==> src/rtl/ahb_input_stage_hold_pkg.sv <==
// Shared AHB encodings for the bus-matrix input stage.
// Transfer type and response codes used by the master-facing port.
package ahb_input_stage_hold_pkg;

    localparam logic [1:0] HTRANS_IDLE   = 2'b00;
    localparam logic [1:0] HTRANS_BUSY   = 2'b01;
    localparam logic [1:0] HTRANS_NONSEQ = 2'b10;
    localparam logic [1:0] HTRANS_SEQ    = 2'b11;

    localparam logic HRESP_OKAY  = 1'b0;
    localparam logic HRESP_ERROR = 1'b1;

endpackage

==> src/rtl/ahb_input_stage_hold.sv <==
// Bus-matrix input stage: decodes a master's address phase and holds
// it while the target output stage is busy, stalling the master.
module ahb_input_stage_hold
    import ahb_input_stage_hold_pkg::*;
#(
    parameter int ADDR_W = 32,
    parameter int MID_W  = 4
) (
    input  logic              HCLK,
    input  logic              HRESETn,
    input  logic              HSELS,
    input  logic [ADDR_W-1:0] HADDRS,
    input  logic [1:0]        HTRANSS,
    input  logic              HWRITES,
    input  logic [2:0]        HSIZES,
    input  logic [2:0]        HBURSTS,
    input  logic [3:0]        HPROTS,
    input  logic [MID_W-1:0]  HMASTERS,
    input  logic              HMASTLOCKS,
    input  logic              HREADYS,
    output logic              HREADYOUTS,
    output logic              HRESPS,
    output logic              sel_ip,
    output logic [ADDR_W-1:0] addr_ip,
    output logic [1:0]        trans_ip,
    output logic              write_ip,
    output logic [2:0]        size_ip,
    output logic [2:0]        burst_ip,
    output logic [3:0]        prot_ip,
    output logic [MID_W-1:0]  master_ip,
    output logic              mastlock_ip,
    output logic              held_tran_ip,
    input  logic              active_ip,
    input  logic              readyout_ip,
    input  logic              resp_ip
);

    logic              pend;
    logic              dphase;
    logic [ADDR_W-1:0] addr_q;
    logic              write_q;
    logic [2:0]        size_q;
    logic [2:0]        burst_q;
    logic [3:0]        prot_q;
    logic [MID_W-1:0]  master_q;
    logic              mastlock_q;

    logic new_tran;
    logic done;
    logic load;

    assign new_tran     = HSELS & HTRANSS[1] & HREADYS;
    assign held_tran_ip = pend | new_tran;
    assign done         = held_tran_ip & active_ip & readyout_ip;
    // Master is stalled while pending, so one holding slot is enough.
    assign load         = new_tran & ~done & ~pend;

    always_ff @(posedge HCLK or negedge HRESETn) begin
        if (!HRESETn) begin
            pend       <= 1'b0;
            dphase     <= 1'b0;
            addr_q     <= '0;
            write_q    <= 1'b0;
            size_q     <= '0;
            burst_q    <= '0;
            prot_q     <= '0;
            master_q   <= '0;
            mastlock_q <= 1'b0;
        end else begin
            if (load) begin
                addr_q     <= HADDRS;
                write_q    <= HWRITES;
                size_q     <= HSIZES;
                burst_q    <= HBURSTS;
                prot_q     <= HPROTS;
                master_q   <= HMASTERS;
                mastlock_q <= HMASTLOCKS;
            end
            pend <= pend ? ~done : load;
            if (HREADYOUTS | pend) begin
                dphase <= done;
            end
        end
    end

    // A held SEQ restarts as NONSEQ: the arbitration gap broke the burst.
    assign sel_ip      = pend | HSELS;
    assign addr_ip     = pend ? addr_q     : HADDRS;
    assign trans_ip    = pend ? HTRANS_NONSEQ : HTRANSS;
    assign write_ip    = pend ? write_q    : HWRITES;
    assign size_ip     = pend ? size_q     : HSIZES;
    assign burst_ip    = pend ? burst_q    : HBURSTS;
    assign prot_ip     = pend ? prot_q     : HPROTS;
    assign master_ip   = pend ? master_q   : HMASTERS;
    assign mastlock_ip = pend ? mastlock_q : HMASTLOCKS;

    assign HREADYOUTS = dphase ? readyout_ip : ~pend;
    assign HRESPS     = dphase ? resp_ip : HRESP_OKAY;

endmodule
==> config.mk <==
export PLATFORM = sky130hd
export DESIGN_NAME = ahb_input_stage_hold
export DESIGN_NICKNAME = d
export VERILOG_FILES = /design/src/rtl/ahb_input_stage_hold_pkg.sv /design/src/rtl/ahb_input_stage_hold.sv
export SDC_FILE = /design/constraint.sdc
export NUM_CORES = 1
export LEC_CHECK = 0
export ABC_CLOCK_PERIOD_IN_PS = 2500
export CORE_MARGIN = 2
export CORE_UTILIZATION = 47
export CTS_BUF_LIST = sky130_fd_sc_hd__clkbuf_4 sky130_fd_sc_hd__clkbuf_8
export DETAILED_ROUTE_END_ITERATION = 16
export PLACE_DENSITY_LB_ADDON = 0.3
export SYNTH_ARGS = -nofsm -noshare
export SYNTH_HDL_FRONTEND = slang
export SYNTH_SLANG_ARGS = --single-unit
==> constraint.sdc <==
create_clock -name HCLK -period 2.5 [get_ports HCLK]
set_clock_uncertainty 0.05 [all_clocks]
set_input_delay 0.375 -clock HCLK [delete_from_list [all_inputs] [get_ports HCLK]]
set_output_delay 0.375 -clock HCLK [all_outputs]
set_load 0.01 [all_outputs]
# Yosys cells after proc, flatten, opt, wreduce, memory -nomap -nowiden
# Index checks and enable logic that the tools add are counted.
dict set report totals {
  reg_bits 50
  wordCells 31
}
dict set report classes {
  n_mux 11
  bitwise 11
}
# op count
set ops {}
lappend ops {{$mux W32} 1}
lappend ops {{$mux W4} 2}
lappend ops {{$and A1 B1 Y1} 6}
lappend ops {{$mux W3} 2}
lappend ops {{$mux W1} 5}
lappend ops {{$or A1 B1 Y1} 3}
lappend ops {{$mux W2} 1}
lappend ops {{$not A1 Y1} 2}

# Longest topological paths before layout
dict set report depth {
  ltp_word 9
  ltp_mapped 6
  mapped_depth_nobuf 3
}

# Least setup slack after synthesis
# No wires, ideal clock.
dict set report synth_path {
  path_kind {reg-to-output}
  from {reg pend}
  to {out master_ip[0]}
  arrival_time_ns 1.116
  setup_slack_ns 0.959
  stages_incl_launch_ff 4
  path_buffers 2
  path_cell_list {dfrtp_1 > buf_6 > clkbuf_1 > mux2_2}
}
dict set report synth_between {
  elab_chain_cells 1
}
# item line
set synth_lines {}
lappend synth_lines {{start, declared} ahb_input_stage_hold.sv:38} ;# logic pend;
lappend synth_lines {{start signal, assigned} ahb_input_stage_hold.sv:79} ;# pend <= pend ? ~done : load;
lappend synth_lines {{$mux W4} ahb_input_stage_hold.sv:94} ;# assign master_ip = pend ? master_q : HMASTERS;
lappend synth_lines {{end, declared} ahb_input_stage_hold.sv:30} ;# output logic [MID_W-1:0] master_ip,
# Every way passes these cells.

# Worst setup path after layout
dict set report layout_path {
  from {reg pend}
  to {out addr_ip[27]}
}
dict set report layout_between {
  elab_chain_cells 1
}
# item line
set layout_lines {}
lappend layout_lines {{$mux W32} ahb_input_stage_hold.sv:88} ;# assign addr_ip = pend ? addr_q : HADDRS;
lappend layout_lines {{end, declared} ahb_input_stage_hold.sv:24} ;# output logic [ADDR_W-1:0] addr_ip,
# Every way passes these cells.

==> results.py <==
metrics = {
    "route": {
        "wl_per_cell_um": 16.0,
        "detail-route-antenna-nets": 0,
        "dr.pass1.iters": 4,
        "dr_total_vias": 1806,
        "via_per_inst": 5.10,
        "drc_errors": 0,
        "drt_wl_total_mm": 5.66,
        "drt_iter0_drc": 49,
    },
    "clock_network": {
        "clk_latency_ps": 300,
        "cts_buffer_depth": 2,
        "cts-root-buf": "clkbuf_8",
        "postCtsSetupBuffers": 0,
        "cts_tree": "built",
        "cts_resized": 0,
        "path_clk_slew_ps": 90,
        "cts_buffers": 5,
        "cts_sinks": 50,
        "ctsHoldBuffers": 0,
        "htreeDepth": 2,
    },
    "floorplan": {
        "core_area_mm2": 0.00517,
        "die_h_um": 77.8,
        "initial_utilization": 0.495,
        "num_io_pins": 111,
        "rows": 26,
        "die_w_um": 77.8,
        "dieArea_mm2": 0.00606,
    },
    "setup_path": {
        "path_class": "register to output pin",
        "path_buf_inv": 2,
        "worstSetupEndpointType": "output pin",
        "reg2reg_from": "pend$_DFF_PN0_",
        "critPathMaxStageDelay_ps": 500,
        "critical_path.startpoint_type": "register",
        "critPathArrivalTime_ps": 1890,
        "critical_path.cell_chain": "buf_4, mux2_2, clkdlybuf4s50_1",
        "worstSetupStartpoint": "pend$_DFF_PN0_",
        "cp_top_family": "buffers and inverters",
        "worst_ep_required_time_ps": 2080,
        "worstPathMaxFanout": 27,
        "crit_slowest_cell": "clkdlybuf4s50_1",
    },
    "final_layout": {
        "num-nets-final": 340,
        "final_common_cell": "clkdlybuf4s50_1",
        "most-common-layout-cells": "clkdlybuf4s50_1, mux2_2, dfrtp_1, mux2_4, clkbuf_8",
        "num_antenna_cells": 0,
        "area_delta_synth_final_pct": 50.0,
        "layout-drive-gt1-share": 0.401,
        "instances_no_fill": 354,
    },
    "sta": {
        "drv_slew": 0,
        "fin_setup_tns_ps": 0,
        "finalHoldViolCount": 0,
        "worst_slew_pin_slew_ps": 652,
        "fin_crit_ps": 2320,
        "finalCritPeriodShare": 0.926,
        "slew_headroom": 0.565,
        "timing.fmax_mhz": 432,
        "rsz0062_at_grt": "no",
        "finalSetupViolations": 0,
    },
    "placement": {
        "place_hpwl_mm": 4.09,
        "gp_congestion": 0.694,
        "placed_cells": 346,
        "portBuffers": 110,
    },
    "hold_path": {
        "min_path_type": "primary input to async pin",
    },
    "run_status": {
        "status": "complete, no violations",
    },
    "global_route": {
        "track_usage": 0.198,
        "antenna_found_initial": 0,
        "grt_pass1_wl_mm": 9.54,
        "overflow": 0,
        "grt_max_degree": 31,
        "grt_pass1_vias": 1951,
    },
    "logic_synthesis": {
        "ys_ff_latch": 50,
        "synth_top_cell_area_share": 0.488,
        "synth_area_leader_cell": "dfrtp_1",
        "syn_area_mm2": 0.00256,
        "synth_cells": 172,
        "syn_nets": 229,
        "seq_area_frac_synth": 0.488,
        "ys_warn_count": 0,
        "synthDistinctLibCells": 18,
        "synthTopCellsByArea": "dfrtp_1, mux2_2, mux2_4",
        "avgSynthCellArea_um2": 14.9,
    },
    "pwr": {
        "powerDensity_mw_per_mm2": 644,
        "power.leakage_uw": 0.00164,
        "ir_worst_vdd_mv": 0.440,
    },
    "run": {
        "maxCapViolCount": 0,
    },
}
## per-layer routing
| layer | wire (um) | global-route usage | part of all wire | vias up |
|---|---|---|---|---|
| met5 | 0 | 0 | 0 | - |
| met2 | 2800 | 0.333 | 0.50 | 73 |
| met1 | 2360 | 0.251 | 0.42 | 888 |
| met4 | 50 | 0.0429 | 0.0088 | 0 |
| li1 | - | - | - | 840 |
| met3 | 447 | 0.0616 | 0.079 | 5 |
## power by group
| group | internal (uW) | total [uW] | switching [uW] |
|---|---|---|---|
| Sequential | 978 | 1060 | 81.7 |
| Clock | 295 | 562 | 267 |
| Combinational | 569 | 852 | 283 |
| Total | 1840 | 2470 | 631 |
## cell families (layout without fill, tap and decap cells)
group | Yosys count | in the layout | share of synthesized area
muxes | 96 | 96 | 0.451
buffers and inverters | 12 | 124 | 0.0308
DFF | 50 | 50 | 0.488
AOI/OAI and AO/OA | 5 | 5 | 0.0117
and+or+nand+nor | 9 | 9 | 0.0181
## synthesized netlist by cell type
cell      count
and2_1        1
o21ai_0       2
dfrtp_1      50
nor2b_1       1
nand4_1       1
a31oi_1       1
nor2_1        1
clkbuf_1      1
buf_2         6
nand2_1       3
inv_1         1
a21oi_2       1
mux2_4       20
buf_6         3
or2_2         2
a21oi_1       1
buf_4         1
mux2_2       76
## state kept, by name (all words and copies together) (netlist names)
signal,cells
addr_q,32
burst_q,3
dphase,1
master_q,4
mastlock_q,1
pend,1
prot_q,4
size_q,3
write_q,1
## layout make-up
type	instances	area [um2]
clock buffer	5	68.8
clock inverter	3	40.0
fill	371	1330
inverter	1	3.75
multi-input combinational	110	1230
sequential	50	1250
tap	70	87.6
timing repair buffer	115	1160
## stage by stage
| step | worst slack, ps | util | hold WS, ps | instance area [um2] | power [uW] |
|---|---|---|---|---|---|
| after floorplan | 959 | - | 29.4 | 2560 | 1510 |
| after global placement | 401 | 0.722 | 395 | 3730 | 1900 |
| after detailed placement | 412 | 0.722 | 401 | 3730 | 1930 |
| after CTS | 161 | 0.743 | 69.3 | 3840 | 2500 |
| after global routing | 110 | 0.743 | 101 | 3840 | 2610 |
| final | 184 | 0.743 | 38.5 | 3840 | 2470 |
## final timing paths
kind	to	slack, ps	cells after the start
min reg2reg	addr_q[10]$_DFFE_PN0P_	460	1
min	prot_q[3]$_DFFE_PN0P_	40	1
max in group asynchronous	addr_q[5]$_DFFE_PN0P_	1630	2
max	addr_ip[27]	180	3
max reg2reg	addr_q[5]$_DFFE_PN0P_	730	5
min in group HCLK	addr_q[10]$_DFFE_PN0P_	460	1
Power figures use the tool's default switching activity.
